[src/rtl/spiflash_read_seq_if.sv]
// Request, flash-pin and receive-FIFO signals of the SPI flash read sequencer.
interface spiflash_read_seq_if #(
  parameter int LENW = 16
);
  logic            i_start;
  logic [23:0]     i_addr;
  logic [LENW-1:0] i_len;
  logic            o_busy;
  logic            o_done;
  logic            o_cs_n;
  logic            o_sck;
  logic            o_mosi;
  logic            i_miso;
  logic            o_fifo_wr_en;
  logic [7:0]      o_fifo_wr_data;
  logic            i_fifo_full;

  modport slave (
    input  i_start, i_addr, i_len, i_miso, i_fifo_full,
    output o_busy, o_done, o_cs_n, o_sck, o_mosi, o_fifo_wr_en, o_fifo_wr_data
  );

  modport master (
    output i_start, i_addr, i_len, i_miso, i_fifo_full,
    input  o_busy, o_done, o_cs_n, o_sck, o_mosi, o_fifo_wr_en, o_fifo_wr_data
  );
endinterface

[src/rtl/spiflash_read_seq.sv]
// SPI flash READ (0x03) sequencer, mode 0, MSB first. Sends command plus
// 24-bit address, clocks in len bytes and pushes them into the receive FIFO,
// pausing SCK between bytes while a captured byte cannot be pushed.
module spiflash_read_seq #(
  parameter int CLKDIV = 2,
  parameter int LENW   = 16
) (
  input  logic                i_clk,
  input  logic                i_reset,
  spiflash_read_seq_if.slave  bus
);
  typedef enum logic [2:0] {IDLE, CS_SETUP, SHIFT, STALL, CS_GAP, DONE} state_t;

  localparam logic [8:0] HALF_LAST = 9'(CLKDIV - 1);
  localparam logic [8:0] GAP_LAST  = 9'(2 * CLKDIV - 1);

  state_t          state, state_nxt;
  logic [8:0]      div_cnt;
  logic            sck_hi;
  logic [31:0]     sh_out;
  logic            cmd_ph;
  logic [5:0]      bit_cnt;
  logic [LENW-1:0] byte_cnt;
  logic [6:0]      rx;
  logic            pend;
  logic [7:0]      pend_data;

  logic half_end, fall, low_end, more_bits, accept, wr_en, byte_cap;

  assign half_end  = (div_cnt == HALF_LAST);
  assign fall      = (state == SHIFT) && sck_hi && half_end;
  assign low_end   = (state == SHIFT) && !sck_hi && half_end;
  // Any bit left: command/address, rest of a byte, or further bytes.
  assign more_bits = cmd_ph || (bit_cnt != 6'd0) || (byte_cnt != '0);
  assign accept    = ((state == IDLE) || (state == DONE)) && bus.i_start;
  assign wr_en     = pend && !bus.i_fifo_full;
  assign byte_cap  = fall && !cmd_ph && (bit_cnt == 6'd7);

  assign bus.o_busy         = (state == CS_SETUP) || (state == SHIFT) ||
                              (state == STALL) || (state == CS_GAP);
  assign bus.o_done         = (state == DONE);
  assign bus.o_cs_n         = !((state == CS_SETUP) || (state == SHIFT) || (state == STALL));
  assign bus.o_sck          = (state == SHIFT) && sck_hi;
  assign bus.o_mosi         = ((state == CS_SETUP) || (state == SHIFT)) && sh_out[31];
  assign bus.o_fifo_wr_en   = wr_en;
  assign bus.o_fifo_wr_data = pend_data;

  // State register.
  always_ff @(posedge i_clk or posedge i_reset) begin
    if (i_reset) state <= IDLE;
    else         state <= state_nxt;
  end

  // Next-state: stall only at a byte boundary where the previous byte is still stuck.
  always_comb begin
    state_nxt = state;
    unique case (state)
      IDLE, DONE: begin
        if (bus.i_start) state_nxt = (bus.i_len == '0) ? DONE : CS_SETUP;
        else             state_nxt = IDLE;
      end
      CS_SETUP: if (half_end) state_nxt = SHIFT;
      SHIFT: begin
        if (low_end) begin
          if (!more_bits)           state_nxt = CS_GAP;
          else if (pend && !wr_en)  state_nxt = STALL;
        end
      end
      STALL:  if (wr_en) state_nxt = SHIFT;
      CS_GAP: if ((div_cnt == GAP_LAST) && (!pend || wr_en)) state_nxt = DONE;
      default: state_nxt = IDLE;
    endcase
  end

  // Datapath: half-period timer, shifters, bit/byte counters, pending byte.
  always_ff @(posedge i_clk or posedge i_reset) begin
    if (i_reset) begin
      div_cnt   <= '0;
      sck_hi    <= 1'b0;
      sh_out    <= '0;
      cmd_ph    <= 1'b0;
      bit_cnt   <= '0;
      byte_cnt  <= '0;
      rx        <= '0;
      pend      <= 1'b0;
      pend_data <= '0;
    end else begin
      if ((state_nxt != state) || ((state == SHIFT) && half_end))
        div_cnt <= '0;
      else if ((state == CS_SETUP) || (state == SHIFT) ||
               ((state == CS_GAP) && (div_cnt != GAP_LAST)))
        div_cnt <= div_cnt + 9'd1;

      if (fall)
        sck_hi <= 1'b0;
      else if ((state_nxt == SHIFT) && ((state != SHIFT) || low_end))
        sck_hi <= 1'b1;

      if (accept) begin
        sh_out   <= {8'h03, bus.i_addr};
        byte_cnt <= bus.i_len;
        cmd_ph   <= 1'b1;
        bit_cnt  <= '0;
      end else if (fall) begin
        sh_out <= {sh_out[30:0], 1'b0};
        if (cmd_ph) begin
          if (bit_cnt == 6'd31) begin
            cmd_ph  <= 1'b0;
            bit_cnt <= '0;
          end else begin
            bit_cnt <= bit_cnt + 6'd1;
          end
        end else begin
          rx <= {rx[5:0], bus.i_miso};
          if (bit_cnt == 6'd7) begin
            bit_cnt  <= '0;
            byte_cnt <= byte_cnt - LENW'(1);
          end else begin
            bit_cnt <= bit_cnt + 6'd1;
          end
        end
      end

      if (byte_cap) begin
        pend      <= 1'b1;
        pend_data <= {rx, bus.i_miso};
      end else if (wr_en) begin
        pend <= 1'b0;
      end
    end
  end
endmodule
[src/flat_wrapper.sv]
// flat-port wrapper written by rule: the top's interface ports become plain ports
module spiflash_read_seq_flat 
#(
  parameter int CLKDIV = 2,
  parameter int LENW   = 16
)
  (i_clk, i_reset, bus_i_start, bus_i_addr, bus_i_len, bus_i_miso, bus_i_fifo_full, bus_o_busy, bus_o_done, bus_o_cs_n, bus_o_sck, bus_o_mosi, bus_o_fifo_wr_en, bus_o_fifo_wr_data);
  spiflash_read_seq_if #(.LENW(LENW)) bus_i ();
  input  logic i_clk;
  input  logic i_reset;
  input wire logic [$bits(bus_i.i_start)-1:0] bus_i_start;
  input wire logic [$bits(bus_i.i_addr)-1:0] bus_i_addr;
  input wire logic [$bits(bus_i.i_len)-1:0] bus_i_len;
  input wire logic [$bits(bus_i.i_miso)-1:0] bus_i_miso;
  input wire logic [$bits(bus_i.i_fifo_full)-1:0] bus_i_fifo_full;
  output wire logic [$bits(bus_i.o_busy)-1:0] bus_o_busy;
  output wire logic [$bits(bus_i.o_done)-1:0] bus_o_done;
  output wire logic [$bits(bus_i.o_cs_n)-1:0] bus_o_cs_n;
  output wire logic [$bits(bus_i.o_sck)-1:0] bus_o_sck;
  output wire logic [$bits(bus_i.o_mosi)-1:0] bus_o_mosi;
  output wire logic [$bits(bus_i.o_fifo_wr_en)-1:0] bus_o_fifo_wr_en;
  output wire logic [$bits(bus_i.o_fifo_wr_data)-1:0] bus_o_fifo_wr_data;
  assign bus_i.i_start = bus_i_start;
  assign bus_i.i_addr = bus_i_addr;
  assign bus_i.i_len = bus_i_len;
  assign bus_i.i_miso = bus_i_miso;
  assign bus_i.i_fifo_full = bus_i_fifo_full;
  assign bus_o_busy = bus_i.o_busy;
  assign bus_o_done = bus_i.o_done;
  assign bus_o_cs_n = bus_i.o_cs_n;
  assign bus_o_sck = bus_i.o_sck;
  assign bus_o_mosi = bus_i.o_mosi;
  assign bus_o_fifo_wr_en = bus_i.o_fifo_wr_en;
  assign bus_o_fifo_wr_data = bus_i.o_fifo_wr_data;
  spiflash_read_seq #(.CLKDIV(CLKDIV), .LENW(LENW)) u_core (.i_clk(i_clk), .i_reset(i_reset), .bus(bus_i));
endmodule
[config.mk]
export PLATFORM = sky130hd
export DESIGN_NAME = spiflash_read_seq_flat
export DESIGN_NICKNAME = d
export VERILOG_FILES = /design/src/rtl/spiflash_read_seq_if.sv /design/src/rtl/spiflash_read_seq.sv /design/src/flat_wrapper.sv
export SDC_FILE = /design/constraint.sdc
export NUM_CORES = 1
export LEC_CHECK = 0
export BUFFER_PORTS_ARGS = -buffer_cell sky130_fd_sc_hd__buf_2
export CELL_PAD_IN_SITES_DETAIL_PLACEMENT = 0
export CELL_PAD_IN_SITES_GLOBAL_PLACEMENT = 2
export CORE_MARGIN = 2
export CORE_UTILIZATION = 36
export DETAILED_ROUTE_END_ITERATION = 12
export GPL_TIMING_DRIVEN = 0
export PLACE_DENSITY_LB_ADDON = 0.1
export SLEW_MARGIN = 20
export SYNTH_ARGS = -nofsm -noshare
export SYNTH_HDL_FRONTEND = slang
export SYNTH_SLANG_ARGS = --single-unit
[constraint.sdc]
create_clock -name i_clk -period 2.9 [get_ports i_clk]
set_clock_uncertainty 0.1 [all_clocks]
set_input_delay 0.435 -clock i_clk [delete_from_list [all_inputs] [get_ports i_clk]]
set_output_delay 0.435 -clock i_clk [all_outputs]
set_load 0.005 [all_outputs]
==> impl_metrics.ini <==
[pwr]
power.density_nw_per_um2 = 670
vdd_drop_max_mv = 0.332
report.power.total_mw = 3.42
cellLeakagePower_nw = 2.34

[sta]
worst-slew-pin-transition_ns = 0.696
hold_viol_final = 0
grt_setup_unrepaired = false
timing.final.crit_share = 0.907
slew-limit-headroom = 0.535
fin_tns_setup_ns = 0
timing.fmax_mhz = 380
fin_ws_ns = 0.269
timing.final.crit_period_ns = 2.63
final_report_max_slew_violation_count = 0
timing.final.setup_violations = 0

[status]
outcome = completed

[floorplan]
ios = 59
die_height_um = 113
std_cell_rows = 39
core_area_um2 = 11500
fp.dieW_um = 113
die-area_um2 = 12700
floorplan.initialDensity = 0.372

[cts]
clockBufferDepth = 2
clock_tree_from_tritoncts = built
clock_latency_ns = 0.34
count_of_h_tree_levels_built_during_cts = 3
clock-root-buffer = sky130_fd_sc_hd__clkbuf_16
clkSinkCount = 84
cts.clk_slew.worst_paths_ns = 0.06
cts-buffers-inserted = 9

[hold_path]
hold_class = input pin to async pin

[route]
route.detailed.drc = 0
route.detailed.wl_per_inst_um = 16.2
detail-route-antenna-nets = 0
drt-vias-per-instance = 5.34
routed_wirelength_um = 10600
num_vias = 3494
router_iterations_before_antenna_repair = 4
starting_drt_drc_count = 235

[critical_path]
worstSetupStartpoint = u_core.div_cnt[0]
critPathMaxFanout = 10
timing.critical_path.cells = ha_1, nor4b_4, buf_4, and3_1, clkbuf_1, nor2_1, clkbuf_1, nand2_1, nand2_1
critical_path.slowest_cell = sky130_fd_sc_hd__nor2_1
worstSetupPathType = flip-flop to flip-flop
critical_path.endpoint_type = flip-flop
worst-endpoint-required_ns = 3.08
timing.critical_path.slowest_cell_delay_ns = 0.48
critPathArrivalTime_ns = 2.81
critPathLaunchType = flip-flop
crit-reg2reg-launch = u_core.div_cnt[0]

[place]
worst_setup_timing_slack_at_the_placement_stage_ns = 0.106
post-place-cells = 636
gp_congestion = 0.775
portBuffers = 58
dpl.hpwl_um = 7550

[final_layout]
finish.cell_count_without_fillers = 654
final_net_count = 557
finalCoreUtilization = 0.444
signed_area_change_from_the_synthesized_netlist_to_the_final_layout_pct = 19.5
drive_above_1_share = 0.237
antenna_fix_cells = 0

[synthesis]
synth_cell_types = 56
netlist.area_leader.share = 0.493
synth_ff_type = sky130_fd_sc_hd__dfrtp_1
syn-num-nets = 485
synth_edf_count = 0
synth.top_cells.by_area = sky130_fd_sc_hd__dfrtp_1, sky130_fd_sc_hd__nand2_1, sky130_fd_sc_hd__mux2_2, sky130_fd_sc_hd__a22oi_1, sky130_fd_sc_hd__a211oi_1
synthesis.area_um2 = 4260
ys_warn_count = 0
yosysSeqAreaShare = 0.493
synth.largest_area_cell = sky130_fd_sc_hd__dfrtp_1
synthesis.instances = 434
synth_area_per_cell_um2 = 9.82
synthArstFlopShare = 1.00
ys_ff_latch = 84

[global_route]
number_of_antenna_violations_at_the_first_check_in_global_routing = 0
grt_start_max_net_pins = 52
grt-ovfl-total = 0
grtUsageTotal = 0.177
grt_pass1_vias = 3499
grt_first_pass_wirelength_um = 17800

[run]
drv_cap = 0
[metrics by stage]
step	hold WS, ns	instance area [um^2]
2_1_floorplan	0.346	4260
3_3_place_gp	0.357	4730
3_5_place_dp	0.363	4770
4_1_cts	0.0277	5070
5_1_grt	0.0486	5100
6_report	0.0238	5100
[sequential cells by signal, indices dropped and copies added (netlist names)]
signal,flops
u_core.bus.o_fifo_wr_data,8
u_core.cmd_ph,1
u_core.div_cnt,9
u_core.rx,7
u_core.state,3
u_core.byte_cnt,16
u_core.sck_hi,1
u_core.pend,1
u_core.sh_out,32
u_core.bit_cnt,6
[synth_stat cells (all sizes together), types with 5 or more instances]
cell,number
nand2,87
dfrtp,84
a22oi,23
nor2,19
clkbuf,17
mux2,16
nor3,15
nand3,13
a211oi,11
o211ai,11
buf,9
inv,9
o21ai,9
o311ai,9
xor2,9
xnor2,7
ha,6
nor4,6
or2,6
a21oi,5
and3,5
nand4,5
[final cells by class]
class	instances	area, um^2
Fill cell	1139	6370
Sequential cell	84	2100
Multi-Input combinational cell	315	2030
Timing Repair Buffer	61	333
Clock buffer	11	243
Tap cell	143	179
Buffer	26	115
Clock inverter	5	61.3
Inverter	9	36.3
[worst max-delay path: cells and delay by family (launching register included)]
family	cells	cell delay (ns)
buffers and inverters	3	0.83
DFF	1	0.42
and+or+nand+nor	5	0.97
adders and majority gates	1	0.25
[worst paths after layout]
kind	to	slack, ns	cells after the start
worst max-delay path	u_core.sh_out[10]	0.27	9
worst min-delay path	u_core.rx[1]	0.02	2
worst max register to register	u_core.sh_out[10]	0.27	9
worst min register to register	u_core.sh_out[30]	0.37	2
max in group asynchronous	u_core.byte_cnt[0]	2.06	3
min in group i_clk	u_core.sh_out[0]	0.21	3
[metal layers]
metal	vias to the layer above	part of all wire	track usage
li1	1716	-	-
met1	1694	0.49	0.250
met3	13	0.047	0.0503
met5	-	0	0
met4	0	0.012	0.0545
met2	71	0.45	0.264
[power by group]
part	internal, mW	switching [mW]
clock	0.694	0.473
combinational	0.273	0.449
sequential	1.38	0.145
[what timing repair did]
action                     CTS  global route
hold buffers                 0             0
setup buffers                0             2
resized for setup            0             3
setup endpoints to repair    0            22
[kinds of logic after synthesis]
logic type / after synthesis / synth area share
AND/OR/NAND/NOR: 190 / 0.229
buffers and inverters: 35 / 0.0346
multiplexers: 16 / 0.0423
XOR/XNOR: 16 / 0.0329
flip-flops: 84 / 0.493
adder cells (fa/ha/maj): 6 / 0.0176
AO/OA/AOI/OAI: 87 / 0.151
[cells in the final DEF, fill, tap and decap left out, drive strengths merged, types with 11 or more instances in the layout]
cell / instances
a22oi: 23
nor2: 19
dfrtp: 84
nor3: 15
nand3: 13
mux2: 16
nand2: 87
a211oi: 11
o211ai: 11
clkbuf: 28
buf: 70
Power figures use the tool's default switching activity.
